File: src/rtl/adder_pkg.sv
// -----------------------------------------------------------------------------
// adder_pkg
// Shared widths and types for the 8-bit two-level carry-lookahead adder.
//   GRP_W : width of one lookahead group (4 bits)
//   ADD_W : full adder width (8 bits, two groups)
//   grp_t : operand/sum slice handled by one group
// -----------------------------------------------------------------------------
package adder_pkg;

    localparam int GRP_W = 4;
    localparam int ADD_W = 8;

    typedef logic [GRP_W-1:0] grp_t;

endpackage : adder_pkg

File: src/rtl/cla4_group.sv
// -----------------------------------------------------------------------------
// cla4_group
// One 4-bit carry-lookahead group. Every internal carry is produced in fully
// expanded sum-of-products form from the group carry-in, so no carry ripples
// from bit to bit inside the group.
// Ports:
//   a, b : group operands (grp_t)
//   cin  : carry into the least significant bit of the group
//   s    : group sum bits
//   gg   : group generate  (group emits a carry whatever cin is)
//   pg   : group propagate (group passes cin straight to its carry-out)
// The group's own carry-out is not produced here; the next lookahead level
// forms it from gg/pg so the cross-group carry also stays in lookahead form.
// -----------------------------------------------------------------------------
module cla4_group
    import adder_pkg::*;
(
    input  grp_t a,
    input  grp_t b,
    input  logic cin,
    output grp_t s,
    output logic gg,
    output logic pg
);

    grp_t g;
    grp_t p;
    grp_t c;

    assign g = a & b;
    assign p = a ^ b;

    assign c[0] = cin;
    assign c[1] = g[0]
                | (p[0] & cin);
    assign c[2] = g[1]
                | (p[1] & g[0])
                | (p[1] & p[0] & cin);
    assign c[3] = g[2]
                | (p[2] & g[1])
                | (p[2] & p[1] & g[0])
                | (p[2] & p[1] & p[0] & cin);

    assign s = p ^ c;

    assign gg = g[3]
              | (p[3] & g[2])
              | (p[3] & p[2] & g[1])
              | (p[3] & p[2] & p[1] & g[0]);
    assign pg = &p;

endmodule : cla4_group

File: src/rtl/vr8b_gcla_adder.sv
// -----------------------------------------------------------------------------
// vr8b_gcla_adder
// 8-bit two-level carry-lookahead adder with registered outputs. Two 4-bit
// lookahead groups produce the sum; the second level forms the cross-group
// carry and the block-level generate/propagate so that an outer lookahead
// level can compute COUT = G | (P & CIN).
// Ports:
//   CLK     : clock, rising edge
//   RESET_L : asynchronous active-low reset, clears S/G/P
//   A, B    : 8-bit addends
//   CIN     : carry into bit 0
//   S       : registered sum (A+B+CIN) mod 256
//   G       : registered block generate (independent of CIN)
//   P       : registered block propagate (independent of CIN)
// Latency is one clock; a new result is accepted every cycle.
// -----------------------------------------------------------------------------
module vr8b_gcla_adder
    import adder_pkg::*;
(
    input  logic             CLK,
    input  logic             RESET_L,
    input  logic [ADD_W-1:0] A,
    input  logic [ADD_W-1:0] B,
    input  logic             CIN,
    output logic [ADD_W-1:0] S,
    output logic             G,
    output logic             P
);

    grp_t s_lo;
    grp_t s_hi;
    logic gl;
    logic pl;
    logic gh;
    logic ph;
    logic c4;

    logic [ADD_W-1:0] s_d;
    logic             g_d;
    logic             p_d;
    logic [ADD_W-1:0] s_q;
    logic             g_q;
    logic             p_q;

    cla4_group u_grp_lo (
        .a   (A[GRP_W-1:0]),
        .b   (B[GRP_W-1:0]),
        .cin (CIN),
        .s   (s_lo),
        .gg  (gl),
        .pg  (pl)
    );

    // Carry into the high group comes from the low group's G/P, not from
    // the low group's bit-3 carry, keeping the depth position-independent.
    assign c4 = gl | (pl & CIN);

    cla4_group u_grp_hi (
        .a   (A[ADD_W-1:GRP_W]),
        .b   (B[ADD_W-1:GRP_W]),
        .cin (c4),
        .s   (s_hi),
        .gg  (gh),
        .pg  (ph)
    );

    always_comb begin
        s_d = {s_hi, s_lo};
        // Block terms never involve CIN; G and P are mutually exclusive
        // because a propagating group cannot also generate.
        g_d = gh | (ph & gl);
        p_d = ph & pl;
    end

    always_ff @(posedge CLK or negedge RESET_L) begin
        if (!RESET_L) begin
            s_q <= '0;
            g_q <= 1'b0;
            p_q <= 1'b0;
        end else begin
            s_q <= s_d;
            g_q <= g_d;
            p_q <= p_d;
        end
    end

    assign S = s_q;
    assign G = g_q;
    assign P = p_q;

endmodule : vr8b_gcla_adder

File: config.mk
export PLATFORM = sky130hd
export DESIGN_NAME = vr8b_gcla_adder
export DESIGN_NICKNAME = d
export VERILOG_FILES = /design/src/rtl/adder_pkg.sv /design/src/rtl/cla4_group.sv /design/src/rtl/vr8b_gcla_adder.sv
export SDC_FILE = /design/constraint.sdc
export NUM_CORES = 1
export LEC_CHECK = 0
export ABC_AREA = 0
export BUFFER_PORTS_ARGS = -buffer_cell sky130_fd_sc_hd__buf_4
export CAP_MARGIN = 25
export CORE_MARGIN = 2
export CORE_UTILIZATION = 39
export CTS_BUF_LIST = sky130_fd_sc_hd__clkbuf_8 sky130_fd_sc_hd__clkbuf_16
export DETAILED_ROUTE_END_ITERATION = 12
export PLACE_DENSITY = 0.69
export SLEW_MARGIN = 30
export SYNTH_ARGS = -nofsm -noshare
export SYNTH_HDL_FRONTEND = slang
export SYNTH_SLANG_ARGS = --single-unit
File: constraint.sdc
create_clock -name CLK -period 0.8 [get_ports CLK]
set_clock_uncertainty 0.2 [all_clocks]
set_input_delay 0.16 -clock CLK [delete_from_list [all_inputs] [get_ports CLK]]
set_output_delay 0.16 -clock CLK [all_outputs]
set_load 0.005 [all_outputs]
==> metrics.txt, run 1 <==
status=finished with violations; violated checks=setup timing; minimum clock period=1.72 ns; final std cells w/o fill=123; static leakage=0.620 nW; DRT Pass-1 Iters=4; drc violations=0; type of the worst min-delay path=primary input to register; count leader, synth=dfrtp_1; synth unique cells=19; final instance area=0.00133 sq mm; final core occ=89.4%; CP max FO=2; Antenna Cells=0; CTS H-tree lvls=1; largest net degree at the start of global routing=11; Slew @ Worst Pin=0.274 ns; vias=659; fillers=55; Final ANT Viol Nets=0; DR vias/cell=5.36; Primary FF master, synth=dfrtp_1; DP Area=0.00104 sq mm; RSZ-0062 raised after global routing=true; Max Clk Rate=582 MHz; largest area contributor in the netlist=dfrtp_1; Root Driver=clkbuf_8; initial DRC count=9; CP Capture Type=register; global-route wire length before repair=2950 um; synth cell count leaders=dfrtp_1, ha_1, inv_1, a21oi_1, xor2_1; I/O pin total=29; IO buf count=28; NumNets Final=138; Post-synth ARST share=100%; Mapped Area=609 sq um; synthesis-stage register bit count=10; Mean Syn Cell Area=10.9 sq um; grt ovf=0; CTS tree=done; Syn. warnings=0; CTS max path bufs=2; num rows=14; cts bufs inserted=3; worst hold stages=3; die height=43.5 um; routability congestion estimate=0.828; Rel. slew slack=81.7%; pins over their slew limit=0; syn nets=85; Placed Cells=113; width of the die=43.5 um; crit path kind=primary input to register; initial antenna violation count=0; VDD IR max=0.958 mV; Worst setup SP type=primary input; vias in the first global route=666; clock slew at reported path FFs=0.04 ns; area grow syn2layout=118%; largest cells by area after synthesis=dfrtp_1, ha_1, fa_1; Hold Vio Cnt, Final=0; WL/cell=16.9 um; final worst setup slack=-0.918 ns; fraction of layout cells with a size suffix above 1=70.1%; core area=0.00149 sq mm; die area=0.00189 sq mm; max-cap viol count=0; top cell type's share of synthesized area=41.1%; Post-Route WL=2080 um; total track usage=21.7%; Place WS=-1.24 ns; Post-Synthesis Cells=56; CTS Sinks=10; Final period util=215%; final setup vio count=20; Critical Path RT=0.71 ns; Seq/Total Area, Yosys=41.1%; Post-synth EDFFs=0; Fin Setup TNS=-8.13 ns; dpl hpwl=1120 um; Initial Util=40.9%; Cell Pwr Density=1540 mW/mm^2; crit path DAT=1.63 ns
[repair_timing]
action / in CTS / in global routing
endpoints found under the setup margin: 20 / 20
pin swaps: 21 / 9
hold endpoints to repair: 10 / 0
resized for setup: 37 / 11
setup buffers: 4 / 3
hold buffers: 1 / 0
[metrics by stage]
step | power [W] | hold slack (ns)
6_report | 0.00205 | 0.0777
5_1_grt | 0.00214 | 0.100
4_1_cts | 0.00196 | 0.0775
3_5_place_dp | 0.00126 | -0.207
3_3_place_gp | 0.00124 | -0.212
2_1_floorplan | 0.000911 | -0.336
[cell families (layout without fill, tap and decap cells)]
kind of cell               after synthesis  after routing  share of synthesized area, %
AOI/OAI and AO/OA                       15             15                          16.6
adders and majority gates               10             10                          23.0
DFF                                     10             10                          41.1
and+or+nand+nor                          8              8                          6.37
buffers and inverters                    7             58                          4.31
xor gates and xnor gates                 6              6                          8.62
[worst max-delay path: stages]
cell and delay [ns]:
buf_8 0.10, ha_4 0.22, a21o_1 0.19, a221oi_4 0.35
inv_1 0.10, fa_2 0.34, xor2_1 0.16
[flip-flops by register name, indices dropped and copies added, names as in the netlist]
| register | cells |
|---|---|
| P | 1 |
| G | 1 |
| S | 8 |
[routing by layer]
layer	global-route usage [%]	share of wire, %	wire [um]
met5	0	0	0
met4	15.2	4.9	102
met3	5.00	5.4	112
met2	39.1	55	1140
met1	21.8	35	725
[cell type report]
| type | instances | area, sq um | area share (%) |
|---|---|---|---|
| tap | 16 | 20.0 | 1.50 |
| multi-input combinational | 39 | 515 | 38.7 |
| timing repair buffer | 48 | 468 | 35.2 |
| sequential | 10 | 250 | 18.8 |
| clock buffer | 3 | 41.3 | 3.10 |
| inverter | 7 | 36.3 | 2.73 |
[report_power, final]
group          switching, W  total [W]  internal [W]
clock              0.000164   0.000490      0.000327
sequential        0.0000440   0.000642      0.000598
combinational      0.000354   0.000918      0.000563
[path summary, 6_finish.rpt]
| path | end | start | slack (ns) |
|---|---|---|---|
| setup / recovery | S[5]$_DFF_PN0_ | B[0] | -0.92 |
| min in group asynchronous | S[7]$_DFF_PN0_ | RESET_L | 0.10 |
| hold / removal | S[7]$_DFF_PN0_ | B[7] | 0.08 |
| max in group asynchronous | P$_DFF_PN0_ | RESET_L | 0.16 |
[cell usage in the layout, fill, tap and decap left out, drive strengths merged]
| master | Yosys | layout |
|---|---|---|
| buf | 0 | 47 |
| dfrtp | 10 | 10 |
| ha | 8 | 8 |
| inv | 7 | 7 |
| a21oi | 5 | 5 |
| xor2 | 4 | 4 |
| a21o | 4 | 4 |
| clkbuf | 0 | 3 |
| o21ai | 3 | 3 |
| nor2 | 2 | 2 |
| xnor2 | 2 | 2 |
| fa | 2 | 2 |
| nand3 | 2 | 2 |
| and3 | 1 | 1 |
| a221oi | 1 | 1 |
| o21a | 1 | 1 |
| nand4 | 1 | 1 |
| nand2 | 1 | 1 |
| nor3 | 1 | 1 |
| o21bai | 1 | 1 |
| dlygate4sd3 | 0 | 1 |
Note: power is estimated with default switching activity, not from simulation.
==> run 2, diff against run 1 <==
--- a/config.mk
+++ b/config.mk
@@ -12,7 +12,7 @@
 export CORE_UTILIZATION = 39
 export CTS_BUF_LIST = sky130_fd_sc_hd__clkbuf_8 sky130_fd_sc_hd__clkbuf_16
 export DETAILED_ROUTE_END_ITERATION = 12
-export PLACE_DENSITY = 0.69
+export PLACE_DENSITY = 0.83
 export SLEW_MARGIN = 30
 export SYNTH_ARGS = -nofsm -noshare
 export SYNTH_HDL_FRONTEND = slang
==> metrics.txt, run 2 (same netlist as run 1, synthesis figures left out) <==
max-cap viol count=0 (unchanged); total track usage=21.4% (was 21.7%); CP max FO=2 (unchanged); die height=43.5 um (unchanged); Max Clk Rate=592 MHz (was 582 MHz); initial DRC count=24 (was 9); Critical Path RT=0.72 ns (was 0.71 ns); Rel. slew slack=85.1% (was 81.7%); width of the die=43.5 um (unchanged); Worst setup SP type=primary input (unchanged); dpl hpwl=1170 um (was 1120 um); routability congestion estimate=0.796 (was 0.828); power share of the combinational group=45.9% (was 44.8%); Post-Route WL=2380 um (was 2080 um); final core occ=90.5% (was 89.4%); IO buf count=28 (unchanged); I/O pin total=29 (unchanged); CP Capture Type=register (unchanged); CTS tree=done (unchanged); minimum clock period=1.69 ns (was 1.72 ns); Slew @ Worst Pin=0.224 ns (was 0.274 ns); CTS Sinks=10 (unchanged); type of the worst min-delay path=primary input to register (unchanged); clock share of power=23.7% (was 23.9%); DRT Pass-1 Iters=4 (unchanged); initial antenna violation count=0 (unchanged); fraction of layout cells with a size suffix above 1=69.8% (was 70.1%); CTS H-tree lvls=1 (unchanged); DR vias/cell=5.62 (was 5.36); final worst setup slack=-0.889 ns (was -0.918 ns); max reg flops=8 (unchanged); vias=686 (was 659); violated checks=setup timing (unchanged); Fin Setup TNS=-8.11 ns (was -8.13 ns); RSZ-0062 raised after global routing=true (unchanged); static leakage=0.626 nW (was 0.620 nW); vias in the first global route=680 (was 666); Cell Pwr Density=1580 mW/mm^2 (was 1540 mW/mm^2); final setup vio count=20 (unchanged); pins over their slew limit=0 (unchanged); NumNets Final=137 (was 138); area grow syn2layout=121% (was 118%); Hold Slack=0.0757 ns (was 0.0777 ns); largest net degree at the start of global routing=11 (unchanged); core area=0.00149 sq mm (unchanged); global-route wire length before repair=2910 um (was 2950 um); Initial Util=40.9% (unchanged); die area=0.00189 sq mm (unchanged); grt ovf=0 (unchanged); drc violations=0 (unchanged); Pint=0.00152 W (was 0.00149 W); VDD IR max=0.868 mV (was 0.958 mV); num rows=14 (unchanged); Hold Vio Cnt, Final=0 (unchanged); Antenna Cells=0 (unchanged); cts bufs inserted=3 (unchanged); Seq pwr share=30.4% (was 31.3%); clock slew at reported path FFs=0.05 ns (was 0.04 ns); most frequent cells in the layout=buf_6, buf_4, dfrtp_1, ha_4 (was buf_6, buf_4, dfrtp_1, ha_4, xor2_1); most common cell after layout, fill and taps aside=buf_6 (unchanged); status=finished with violations (unchanged); CTS max path bufs=2 (unchanged); WL/cell=19.5 um (was 16.9 um); crit path kind=primary input to register (unchanged); Root Driver=clkbuf_8 (unchanged); Switching Fraction=28.9% (was 27.4%); crit path DAT=1.60 ns (was 1.63 ns); fillers=57 (was 55); Final period util=211% (was 215%); Final ANT Viol Nets=0 (unchanged); NetSw=0.000616 W (was 0.000562 W)
==> run 2: final cells by class <==
cell class / instances / area [sq um] / area share [%]
clock buffer: 3 / 41.3 / 3.06
inverter: 7 / 33.8 / 2.51
multi-input combinational: 39 / 538 / 39.9
sequential: 10 / 250 / 18.6
tap: 16 / 20.0 / 1.49
timing repair buffer: 47 / 464 / 34.4
==> run 2: path summary, 6_finish.rpt <==
path | from | slack (ns) | depth (start not counted) | endpoint
max in group asynchronous | RESET_L | 0.16 | 2 | P$_DFF_PN0_
min in group asynchronous | RESET_L | 0.10 | 2 | S[6]$_DFF_PN0_
worst max-delay path | B[3] | -0.89 | 7 | S[5]$_DFF_PN0_
worst min-delay path | B[7] | 0.08 | 4 | G$_DFF_PN0_
==> run 2: power by group through the flow <==
stage	logic, W	clock network, W	registers, W
after floorplan	0.000270	0	0.000641
after detailed placement	0.000638	0	0.000628
after global placement	0.000613	0	0.000624
final	0.000979	0.000505	0.000647
after global routing	0.00102	0.000540	0.000654
after CTS	0.000832	0.000503	0.000639
==> run 2: layer usage <==
layer	track usage [%]	wire length, um	vias up	part of all wire [%]
li1	-	-	298	-
met5	0	0	-	0
met4	15.2	14	0	0.59
met3	0	150	2	6.3
met2	41.8	1340	43	56
met1	21.6	875	343	37
==> run 2: what timing repair did <==
item / 4_1_cts / 5_1_grt
endpoints found under the setup margin: 20 / 20
endpoints found under the hold margin: 10 / 0
buffers inserted: 3 / 3
gates resized for setup: 37 / 12
hold buffers: 1 / 0
pin swaps: 17 / 10
==> run 2: through the flow <==
step	std cells	instance area, sq um	power [W]	setup WS (ns)
4_1_cts	120	1270	0.00197	-0.847
2_1_floorplan	56	714	0.000911	-0.975
3_5_place_dp	113	1040	0.00127	-1.24
6_report	122	1350	0.00213	-0.889
5_1_grt	122	1350	0.00222	-0.894
3_3_place_gp	113	1040	0.00124	-1.18
==> run 2: worst max-delay path, cell delays in order <==
cell and delay, ns:
buf_6 0.10, ha_4 0.23, and3_4 0.19, a221oi_4 0.29, inv_1 0.11, fa_2 0.35, xor2_1 0.17
==> run 3, diff against run 2 <==
--- a/config.mk
+++ b/config.mk
@@ -9,10 +9,10 @@
 export BUFFER_PORTS_ARGS = -buffer_cell sky130_fd_sc_hd__buf_4
 export CAP_MARGIN = 25
 export CORE_MARGIN = 2
-export CORE_UTILIZATION = 39
+export CORE_UTILIZATION = 47
 export CTS_BUF_LIST = sky130_fd_sc_hd__clkbuf_8 sky130_fd_sc_hd__clkbuf_16
 export DETAILED_ROUTE_END_ITERATION = 12
-export PLACE_DENSITY = 0.83
+export PLACE_DENSITY = 0.92
 export SLEW_MARGIN = 30
 export SYNTH_ARGS = -nofsm -noshare
 export SYNTH_HDL_FRONTEND = slang
==> constraint.sdc (replaced) <==
create_clock -name CLK -period 2.1 [get_ports CLK]
set_clock_uncertainty 0.2 [all_clocks]
set_input_delay 0.42 -clock CLK [delete_from_list [all_inputs] [get_ports CLK]]
set_output_delay 0.42 -clock CLK [all_outputs]
set_load 0.005 [all_outputs]
==> metrics.txt, run 3 (same netlist as run 1, synthesis figures left out) <==
most frequent cells in the layout=buf_4, dfrtp_1, inv_1, a21oi_1, ha_1 (was buf_6, buf_4, dfrtp_1, ha_4); dpl hpwl=1190 um (was 1170 um); Critical Path RT=2.01 ns (was 0.72 ns); Antenna Cells=0 (unchanged); Fin Setup TNS=0 ns (was -8.11 ns); num rows=12 (was 14); Hold Vio Cnt, Final=0 (unchanged); Final ANT Viol Nets=0 (unchanged); initial antenna violation count=0 (unchanged); DR vias/cell=5.45 (was 5.62); Worst setup SP type=primary input (unchanged); CTS H-tree lvls=1 (unchanged); status=complete, no violations (was finished with violations); grt peak-use layer=met2 (unchanged); fraction of layout cells with a size suffix above 1=45.7% (was 69.8%); die height=40.0 um (was 43.5 um); VDD IR max=0.386 mV (was 0.868 mV); minimum clock period=2.03 ns; width of the die=40.0 um (was 43.5 um); CP Capture Type=register (unchanged); setup bufs post-CTS=0 (was 3); global-route wire length before repair=2360 um (was 2910 um); initial DRC count=18 (was 24); IO buf count=28 (unchanged); final setup vio count=0 (was 20); Initial Util=52.7% (was 40.9%); worst hold stages=2 (was 4); Place WS=-0.214 ns (was -1.24 ns); Placed Cells=103 (was 113); RSZ-0062 raised after global routing=false (was true); Slew @ Worst Pin=0.283 ns (was 0.224 ns); vias in the first global route=571 (was 680); pins over their slew limit=0 (unchanged); most common cell after layout, fill and taps aside=buf_4 (was buf_6); area grow syn2layout=62.6% (was 121%); largest net degree at the start of global routing=11 (unchanged); vias=589 (was 686); final std cells w/o fill=108 (was 122); Max Clk Rate=492 MHz; fillers=59 (was 57); hold path start=B[4] (was B[7]); Final period util=96.9%; Root Driver=clkbuf_8 (unchanged); CTS tree=done (unchanged); routability congestion estimate=0.817 (was 0.796); total track usage=22.5% (was 21.4%); Largest stage delay, worst path=0.35 ns (about the same); worst hold path endpoint=S[4]$_DFF_PN0_ (was G$_DFF_PN0_); crit path DAT=1.95 ns (was 1.60 ns); I/O pin total=29 (unchanged); Crit-path slowest cell=fa_2 (unchanged); CTS max path bufs=2 (unchanged); final core occ=85.7% (was 90.5%); Cell Pwr Density=709 mW/mm^2 (was 1580 mW/mm^2); max reg flops=8 (unchanged); crit path kind=primary input to register (unchanged); max-cap viol count=0 (unchanged); drc violations=0 (unchanged); static leakage=0.511 nW (was 0.626 nW); met3 Track Usage GR=3.33% (was 0%); Critical Path Start=A[0] (was B[3]); met2 Usage GRT=41.5% (was 41.8%); type of the worst min-delay path=primary input to register (unchanged); die area=0.00160 sq mm (was 0.00189 sq mm); WL/cell=13.8 um (was 19.5 um); final worst setup slack=0.0655 ns (was -0.889 ns); Post-Route WL=1490 um (was 2380 um); clock slew at reported path FFs=0.05 ns (about the same); Rel. slew slack=81.1% (was 85.1%); CP max FO=3 (was 2); CTS Sinks=10 (unchanged); DRT Pass-1 Iters=4 (unchanged); Hold Slack=0.312 ns (was 0.0757 ns); core area=0.00116 sq mm (was 0.00149 sq mm); NumNets Final=124 (was 137); met1 usage=23.4% (was 21.6%); grt ovf=0 (unchanged); worst-path cell chain=buf_4 -> ha_1 -> a21o_1 -> a221oi_4 -> inv_1 -> fa_2 -> xor2_1 (was buf_6 -> ha_4 -> and3_4 -> a221oi_4 -> inv_1 -> fa_2 -> xor2_1); cts bufs inserted=3 (unchanged)
## run 3: power breakdown
group	internal, W	switching, W
combinational	0.000129	0.0000962
sequential	0.000227	0.0000101
clock	0.000165	0.0000754
total	0.000521	0.000182
## run 3: repair_timing
action,CTS,global route
resized for setup,0,1
hold endpoints to repair,10,0
endpoints found under the setup margin,0,1
hold buffers,1,0
## run 3: per-stage QoR
stage / instance area [sq um] / power, W
finish: 991 / 0.000703
global route: 991 / 0.000743
global placement: 915 / 0.000442
detailed placement: 915 / 0.000456
CTS: 980 / 0.000699
floorplan: 649 / 0.000336
## run 3: metal layers
layer  wire, um  up-vias
li1           -      269
met1        549      281
met2        829       35
met3         91        4
met4         23        0
met5          0        -
## run 3: final cells by class
class	instances	area, sq um	share of cell area, %
clock buffer	4	55.1	5.56
sequential	10	250	25.3
inverter	7	26.3	2.65
timing repair buffer	34	258	26.0
multi-input combinational	39	384	38.8
tap	14	17.5	1.77
## run 3: worst max-delay path: cells and delay by family
kind	cells	cell delay [ns]
AO/OA/AOI/OAI	2	0.51
XOR/XNOR	1	0.16
adder cells (fa/ha/maj)	2	0.65
buffers and inverters	2	0.20
## run 3: how the worst max path moves through the flow
stage / to / slack [ns] / cells past startpoint
4_1_cts: S[5]$_DFF_PN0_ / 0.04 / 7
3_3_place_gp: S[5]$_DFF_PN0_ / -0.17 / 7
5_1_grt: S[5]$_DFF_PN0_ / 0.01 / 7
6_report: S[5]$_DFF_PN0_ / 0.07 / 7
2_1_floorplan: S[5]$_DFF_PN0_ / 0.02 / 6
3_5_place_dp: S[5]$_DFF_PN0_ / -0.21 / 7
